--- src/rtl/system_bus_map.sv ---
// Address decoder and access sequencer between the CPU memory bus and a set of
// mapped regions, with per-region wait states, write protection and sticky error flags.
module system_bus_map #(
  parameter int unsigned        NREG       = 3,
  parameter logic [16*NREG-1:0] REG_START  = {16'hFF80, 16'h4400, 16'h1C00},
  parameter logic [16*NREG-1:0] REG_LEN    = {16'h0080, 16'hBB80, 16'h1000},
  parameter logic [4*NREG-1:0]  REG_WAIT   = {4'd0, 4'd1, 4'd0},
  parameter logic [NREG-1:0]    REG_WP     = 3'b100,
  parameter logic [15:0]        VACANT_VAL = 16'h3FFF
) (
  input  logic               MCLK,
  input  logic               rst,
  input  logic               REQ,
  input  logic [15:0]        MAB,
  input  logic [15:0]        MDBwrite,
  input  logic               MW,
  input  logic               BW,
  input  logic               CLR_FLAGS,
  input  logic [16*NREG-1:0] RD_BUS,
  output logic [NREG-1:0]    CS,
  output logic               WE,
  output logic [15:0]        ADDR_OUT,
  output logic [15:0]        WDATA,
  output logic [1:0]         BE,
  output logic [15:0]        MDBread,
  output logic               READY,
  output logic               VMAIFG,
  output logic               ACCVIFG
);

  typedef enum logic [1:0] {IDLE, ACCESS, WAIT, DONE} state_t;

  state_t            state_q, state_d;
  logic              final_cyc;
  logic [3:0]        cnt_q;
  logic [NREG-1:0]   sel_q;
  logic              mw_q, bw_q, a0_q;

  logic              dec_hit;
  logic [NREG-1:0]   dec_sel;
  logic [3:0]        dec_wait;
  logic [16:0]       lo, hi;

  logic [15:0]       rd_word, src, rd_fmt;
  logic              sel_wp, hit_q, active;

  // 17-bit bounds so a region ending at 16'hFFFF does not wrap to zero
  always_comb begin
    dec_hit  = 1'b0;
    dec_sel  = '0;
    dec_wait = '0;
    lo       = '0;
    hi       = '0;
    for (int unsigned r = 0; r < NREG; r++) begin
      lo = {1'b0, REG_START[16*r +: 16]};
      hi = lo + {1'b0, REG_LEN[16*r +: 16]} - 17'd1;
      if (!dec_hit && ({1'b0, MAB} >= lo) && ({1'b0, MAB} <= hi)) begin
        dec_hit    = 1'b1;
        dec_sel[r] = 1'b1;
        dec_wait   = REG_WAIT[4*r +: 4];
      end
    end
  end

  always_comb begin
    rd_word = '0;
    sel_wp  = 1'b0;
    for (int unsigned r = 0; r < NREG; r++) begin
      if (sel_q[r]) begin
        rd_word = RD_BUS[16*r +: 16];
        sel_wp  = REG_WP[r];
      end
    end
  end

  assign hit_q  = |sel_q;
  assign src    = hit_q ? rd_word : VACANT_VAL;
  assign rd_fmt = bw_q ? {8'h00, (a0_q ? src[15:8] : src[7:0])} : src;

  always_comb begin
    state_d   = state_q;
    final_cyc = 1'b0;
    case (state_q)
      IDLE:   if (REQ) state_d = ACCESS;
      ACCESS: begin
        if (cnt_q == 4'd0) begin
          state_d   = DONE;
          final_cyc = 1'b1;
        end else begin
          state_d = WAIT;
        end
      end
      WAIT: begin
        if (cnt_q == 4'd0) begin
          state_d   = DONE;
          final_cyc = 1'b1;
        end
      end
      DONE:    state_d = IDLE;
      default: state_d = IDLE;
    endcase
  end

  always_ff @(posedge MCLK) begin
    if (rst) begin
      state_q  <= IDLE;
      cnt_q    <= '0;
      sel_q    <= '0;
      mw_q     <= 1'b0;
      bw_q     <= 1'b0;
      a0_q     <= 1'b0;
      ADDR_OUT <= '0;
      WDATA    <= '0;
      BE       <= '0;
      MDBread  <= '0;
      VMAIFG   <= 1'b0;
      ACCVIFG  <= 1'b0;
    end else begin
      state_q <= state_d;
      if (state_q == IDLE && REQ) begin
        sel_q    <= dec_sel;
        mw_q     <= MW;
        bw_q     <= BW;
        a0_q     <= MAB[0];
        cnt_q    <= dec_hit ? dec_wait : 4'd0;
        ADDR_OUT <= {MAB[15:1], 1'b0};
        BE       <= BW ? (MAB[0] ? 2'b10 : 2'b01) : 2'b11;
        WDATA    <= BW ? {2{MDBwrite[7:0]}} : MDBwrite;
      end
      // counter is pre-decremented on leaving ACCESS so WAIT ends on zero
      if ((state_q == ACCESS || state_q == WAIT) && cnt_q != 4'd0)
        cnt_q <= cnt_q - 4'd1;
      if (final_cyc)
        MDBread <= rd_fmt;
      VMAIFG  <= (final_cyc && !hit_q) || (VMAIFG && !CLR_FLAGS);
      ACCVIFG <= (final_cyc && hit_q && mw_q && sel_wp) || (ACCVIFG && !CLR_FLAGS);
    end
  end

  assign active = (state_q == ACCESS) || (state_q == WAIT);
  assign CS     = active ? sel_q : '0;
  assign WE     = active && mw_q && hit_q && !sel_wp;
  assign READY  = (state_q == DONE);

endmodule

--- config.mk ---
export PLATFORM = sky130hd
export DESIGN_NAME = system_bus_map
export DESIGN_NICKNAME = d
export VERILOG_FILES = /design/src/rtl/system_bus_map.sv
export SDC_FILE = /design/constraint.sdc
export NUM_CORES = 1
export LEC_CHECK = 0
export ABC_CLOCK_PERIOD_IN_PS = 4850
export BUFFER_PORTS_ARGS = -buffer_cell sky130_fd_sc_hd__buf_4
export CAP_MARGIN = 25
export CORE_ASPECT_RATIO = 2
export CORE_MARGIN = 4
export CORE_UTILIZATION = 44
export DETAILED_ROUTE_END_ITERATION = 8
export GPL_TIMING_DRIVEN = 0
export PLACE_DENSITY_LB_ADDON = 0.3
export SYNTH_ARGS = -nofsm -noshare
export SYNTH_HDL_FRONTEND = slang
export SYNTH_SLANG_ARGS = --single-unit
--- constraint.sdc ---
create_clock -name MCLK -period 4.85 [get_ports MCLK]
set_input_delay 0.485 -clock MCLK [delete_from_list [all_inputs] [get_ports MCLK]]
set_output_delay 0.485 -clock MCLK [all_outputs]
set_load 0.02 [all_outputs]
* After elaboration in Yosys (flattened, before gate mapping)
Cells that the tools add are included.
Word-level totals: register bits after elaboration 63, logic and storage cells 80
Operators by class: $add $sub $neg 1, order comparisons 5, equality and inequality tests 5, mux-type cells 27, reductions and logical operators 30
Operators with widths (count):
- $mux 16 | 6
- $ge 16x13->1 const B | 1
- $ge 16x15->1 const B | 1
- $ge 16x16->1 const B | 1
- $le 16x14->1 const B | 1
- $le 16x16->1 const B | 1
- $mux 4 | 4
- $logic_and 1x1->1 | 15
- $mux 1 | 10
- $mux 2 | 4
- $mux 8 | 1
- $pmux 2 s4 | 1
- $logic_not 1->1 | 5
- $eq 2x2->1 const B | 2
- $logic_not 4->1 | 1
- $ne 2x2->1 const B | 2
- $reduce_bool 4->1 | 1
- $sub 4x1->4 const B | 1
- $logic_or 1x1->1 | 3
- $mux 3 | 1
- $reduce_or 3->1 | 1
- $eq 2x1->1 const B | 1
- $logic_not 2->1 | 1
- $reduce_and 2->1 | 1
- 2 further kinds | 2

* Logic depth before layout (Yosys ltp)
word-level depth 13, gate-level depth with buffers 7, mapped depth without buffers 6

* Worst setup path before layout
No wires, ideal clock.
path kind reg2out, from reg state_q[1], to out WE, arrival 1.377 ns, setup slack 2.988 ns, stages on the path, launching flop included 6, path buffers 1, cells stage by stage dfxtp_1 > inv_1 > ha_1 > buf_6 > nand2_1 > nor3_1
Between the ends: word-level cells in the longest chain between the ends 5, elaborated cells on any way between the ends 6, classes of those cells 2 x eq/ne; 4 x reduce/logical
Ends and longest elaborated chain:
- start: declaration | RTL line 33 | state_t state_q, state_d;
- start signal: assignment | RTL line 119 | state_q <= state_d;
- $eq 2x1->1 or $eq 2x2->1 (tied branches) | RTL line 140 | assign active = (state_q == ACCESS) || (state_q == WAIT);
- $logic_or 1x1->1 (*) | RTL line 140
- $logic_and 1x1->1 (*) (3 in a row) | RTL line 142 | assign WE = active && mw_q && hit_q && !sel_wp;
- end: declaration | RTL line 21 | output logic WE,
Mark *: on every way between the ends. The rest lies on a longest branch, timed or not.

* Final worst setup path
from reg sel_q[2], to out WE
Between the ends: word-level cells in the longest chain between the ends 3, elaborated cells on any way between the ends 5, classes of those cells 1 x mux; 4 x reduce/logical
Ends and longest elaborated chain:
- start: declaration | RTL line 36 | logic [NREG-1:0] sel_q;
- start signal: assignment | RTL line 121 | sel_q <= dec_sel;
- $reduce_or 3->1 or $mux 1 (tied branches) | RTL line 76, 69
- $logic_and 1x1->1 or $logic_not 1->1 (tied branches) | RTL line 142
- $logic_and 1x1->1 (*) | RTL line 142
Marks and branches as above.

==> impl_metrics.toml <==
[sta]
fmax_mhz = 433
setup_slack_ps = 2540
skew_ps = 6.50
maxSlewHeadroom = 0.560
min_period_ps = 2310
tns_ps = 0
whs_ps = 373
setup_viol = 0
min_period_over_period = 0.476
hold_viol = 0
slew_violations = 0
grt_setup_unrepaired = "false"
worstMarginPinSlew_ps = 654

[synthesis]
synth_warnings = 0
synth_nets = 469
syn_area_per_cell_sq_um = 8.09
ys_seq_area_frac = 0.415
synth-main-ff-cell = "dfxtp_1"
yosysMostFrequentCell = "nand2_1"
async_flop_share = 0
synth_top_area_share = 0.415
synth_cell_types = 48
yosys.area.top_type = "dfxtp_1"
ys_ff_latch = 63
synth_cells = 376
synth_edf_count = 0
synth_common_cells = "nand2_1 (68), dfxtp_1 (63), a21oi_1 (34), nor2_1 (30), nor3_1 (19)"
syn-cell-area_sq_mm = 0.00304
yosys-top-cells-area = "dfxtp_1 (41%), nand2_1 (8.4%), a21oi_1 (5.6%)"

[drt]
initialDrtViolationCount = 268
drtAntennaViolNets = 0
wl_mm = 9.58
drc = 0
via_per_inst = 5.30
dr.pass1.iters = 4
vias = 3290
wire_per_inst_microns = 15.4

[critical_path]
startpoint = "sel_q[2]"
startpoint_type = "register"
cp_data_required_time_ps = 4370
critPathKind = "register to output port"
endpoint_kind = "output port"
worst-r2r-cell-count = 7
r2r_start = "state_q[0]"
arrival_ps = 1820
r2r_setup_slack_ps = 2880
worstReg2RegEnd = "a0_q"
critPathCapture = "WE"
crit_fanout = 10

[power]
power_switching_w = 0.000889
p_int_w = 0.00145
p_comb_frac = 0.436
seqPwrFrac = 0.317
swShare = 0.379
p_leak_nw = 1.94
p_clk_frac = 0.247
peakVddDrop_mv = 0.342
p_per_area_mw_per_mm2 = 523

[placed_design]
place.gp.congestion = 0.839
preCtsSetupSlack_ps = 2870
hpwl_mm = 7.57
port_buffers = 141
dpl-instance-area_sq_mm = 0.00421

[cts]
root_buffer = "clkbuf_16"
h-tree-depth = 3
path_clk_slew_ps = 50
clockBufferDepth = 2
cts_setup_buffers = 0
clock_sinks = 63
cts_hold_buf = 0
cts_tree = "built"
clock_latency_ps = 320
cts_buffers = 9
post_cts_resize_count = 0

[die]
die_w_microns = 66.8
dieArea_sq_mm = 0.00838
start_util = 0.456
io_pins = 143
num_rows = 42
core-area_sq_mm = 0.00667
die_h_microns = 126

[run]
timing.max_cap.violations = 0

[min_path]
min_path_type = "input port to register"

[cells_and_area]
nets = 621
multi_input_area_sq_mm = 0.00161
drive_gt1_frac = 0.313
n_fill_cell = 586
n_antenna_cell = 0
regArea_sq_mm = 0.00126
design_area_sq_mm = 0.00448
syn2layout_area_growth_pct = 47.4

[global_route]
grt_pass1_vias = 3401
grt_pass1_wl_mm = 15.5
grt_max_degree = 11
grt_usage = 0.238
overflow = 0
antenna_found_initial = 0

[outcome]
status = "finished, final reports clean"
-- routing by layer --
layer / GRT usage / wire length (microns) / vias up
met5: 0 / 0 / -
met4: 0.143 / 473 / 0
met3: 0.0736 / 923 / 29
met2: 0.416 / 4950 / 159
met1: 0.234 / 3230 / 1486
li1: - / - / 1616
-- worst max-delay path: stages (launching register included) --
cell,delay (ps)
dfxtp_1,300
clkbuf_1,260
clkbuf_1,450
nor3_1,130
nor3_1,190
buf_4,170
-- sequential cells by signal, indices dropped and copies added, names as in the netlist --
name and flops:
VMAIFG 1, state_q 2, mw_q 1, cnt_q 4, sel_q 3, a0_q 1
ACCVIFG 1, ADDR_OUT 15, bw_q 1, MDBread 16, BE 2, WDATA 16
-- cell type report --
| class | instances | share of cell area |
|---|---|---|
| Buffer | 28 | 0.0318 |
| Clock buffer | 16 | 0.0606 |
| Inverter | 6 | 0.00503 |
| Multi-Input combinational cell | 279 | 0.360 |
| Sequential cell | 63 | 0.281 |
| Tap cell | 88 | 0.0246 |
| Timing Repair Buffer | 141 | 0.236 |
-- layout by cell type (no fill, tap or decap), drive strengths merged, types with 2 or more instances in the layout --
cell,instances
nand3b,3
o21ai,9
buf,150
nand2,69
a211o,2
o31ai,7
a21oi,35
nor3b,16
dfxtp,63
a221oi,2
ha,7
nor2,30
or3,2
nor2b,18
mux2i,9
nand4,2
nor3,19
and2,5
a31oi,2
a211oi,17
nand3,3
inv,6
clkbuf,34
a22oi,8
-- cell families (layout without fill, tap and decap cells) --
group,Yosys count,in the layout,share of synthesized area
simple gates,174,174,0.285
compound gates,87,87,0.182
flops,63,63,0.415
buf+inv,34,191,0.0543
mux,10,10,0.0333
fa+ha+maj,7,7,0.0288
other cells,1,1,0.00123
-- worst min path at each step --
stage,depth (start not counted),from,slack [ps],to
after CTS,2,MAB[0],370,BE[0]
after detailed placement,2,ADDR_OUT[1],450,ADDR_OUT[1]
after global placement,2,WDATA[6],440,WDATA[6]
final,2,MAB[0],370,BE[0]
after floorplan,2,a0_q,450,a0_q
after global routing,2,MAB[0],400,BE[0]
-- per-stage QoR --
stage | utilization | std cells | power [W]
after floorplan | - | 376 | 0.00138
final | 0.671 | 621 | 0.00234
after global placement | 0.631 | 605 | 0.00175
after global routing | 0.671 | 621 | 0.00251
after CTS | 0.671 | 621 | 0.00236
after detailed placement | 0.631 | 605 | 0.00178
-- power by group through the flow --
stage	Sequential (W)	Clock, W	Combinational (W)
after floorplan	0.000877	0	0.000501
after global placement	0.000745	0	0.00101
after detailed placement	0.000751	0	0.00103
after CTS	0.000743	0.000586	0.00103
after global routing	0.000760	0.000613	0.00113
final	0.000743	0.000579	0.00102
Power figures use the tool's default switching activity.
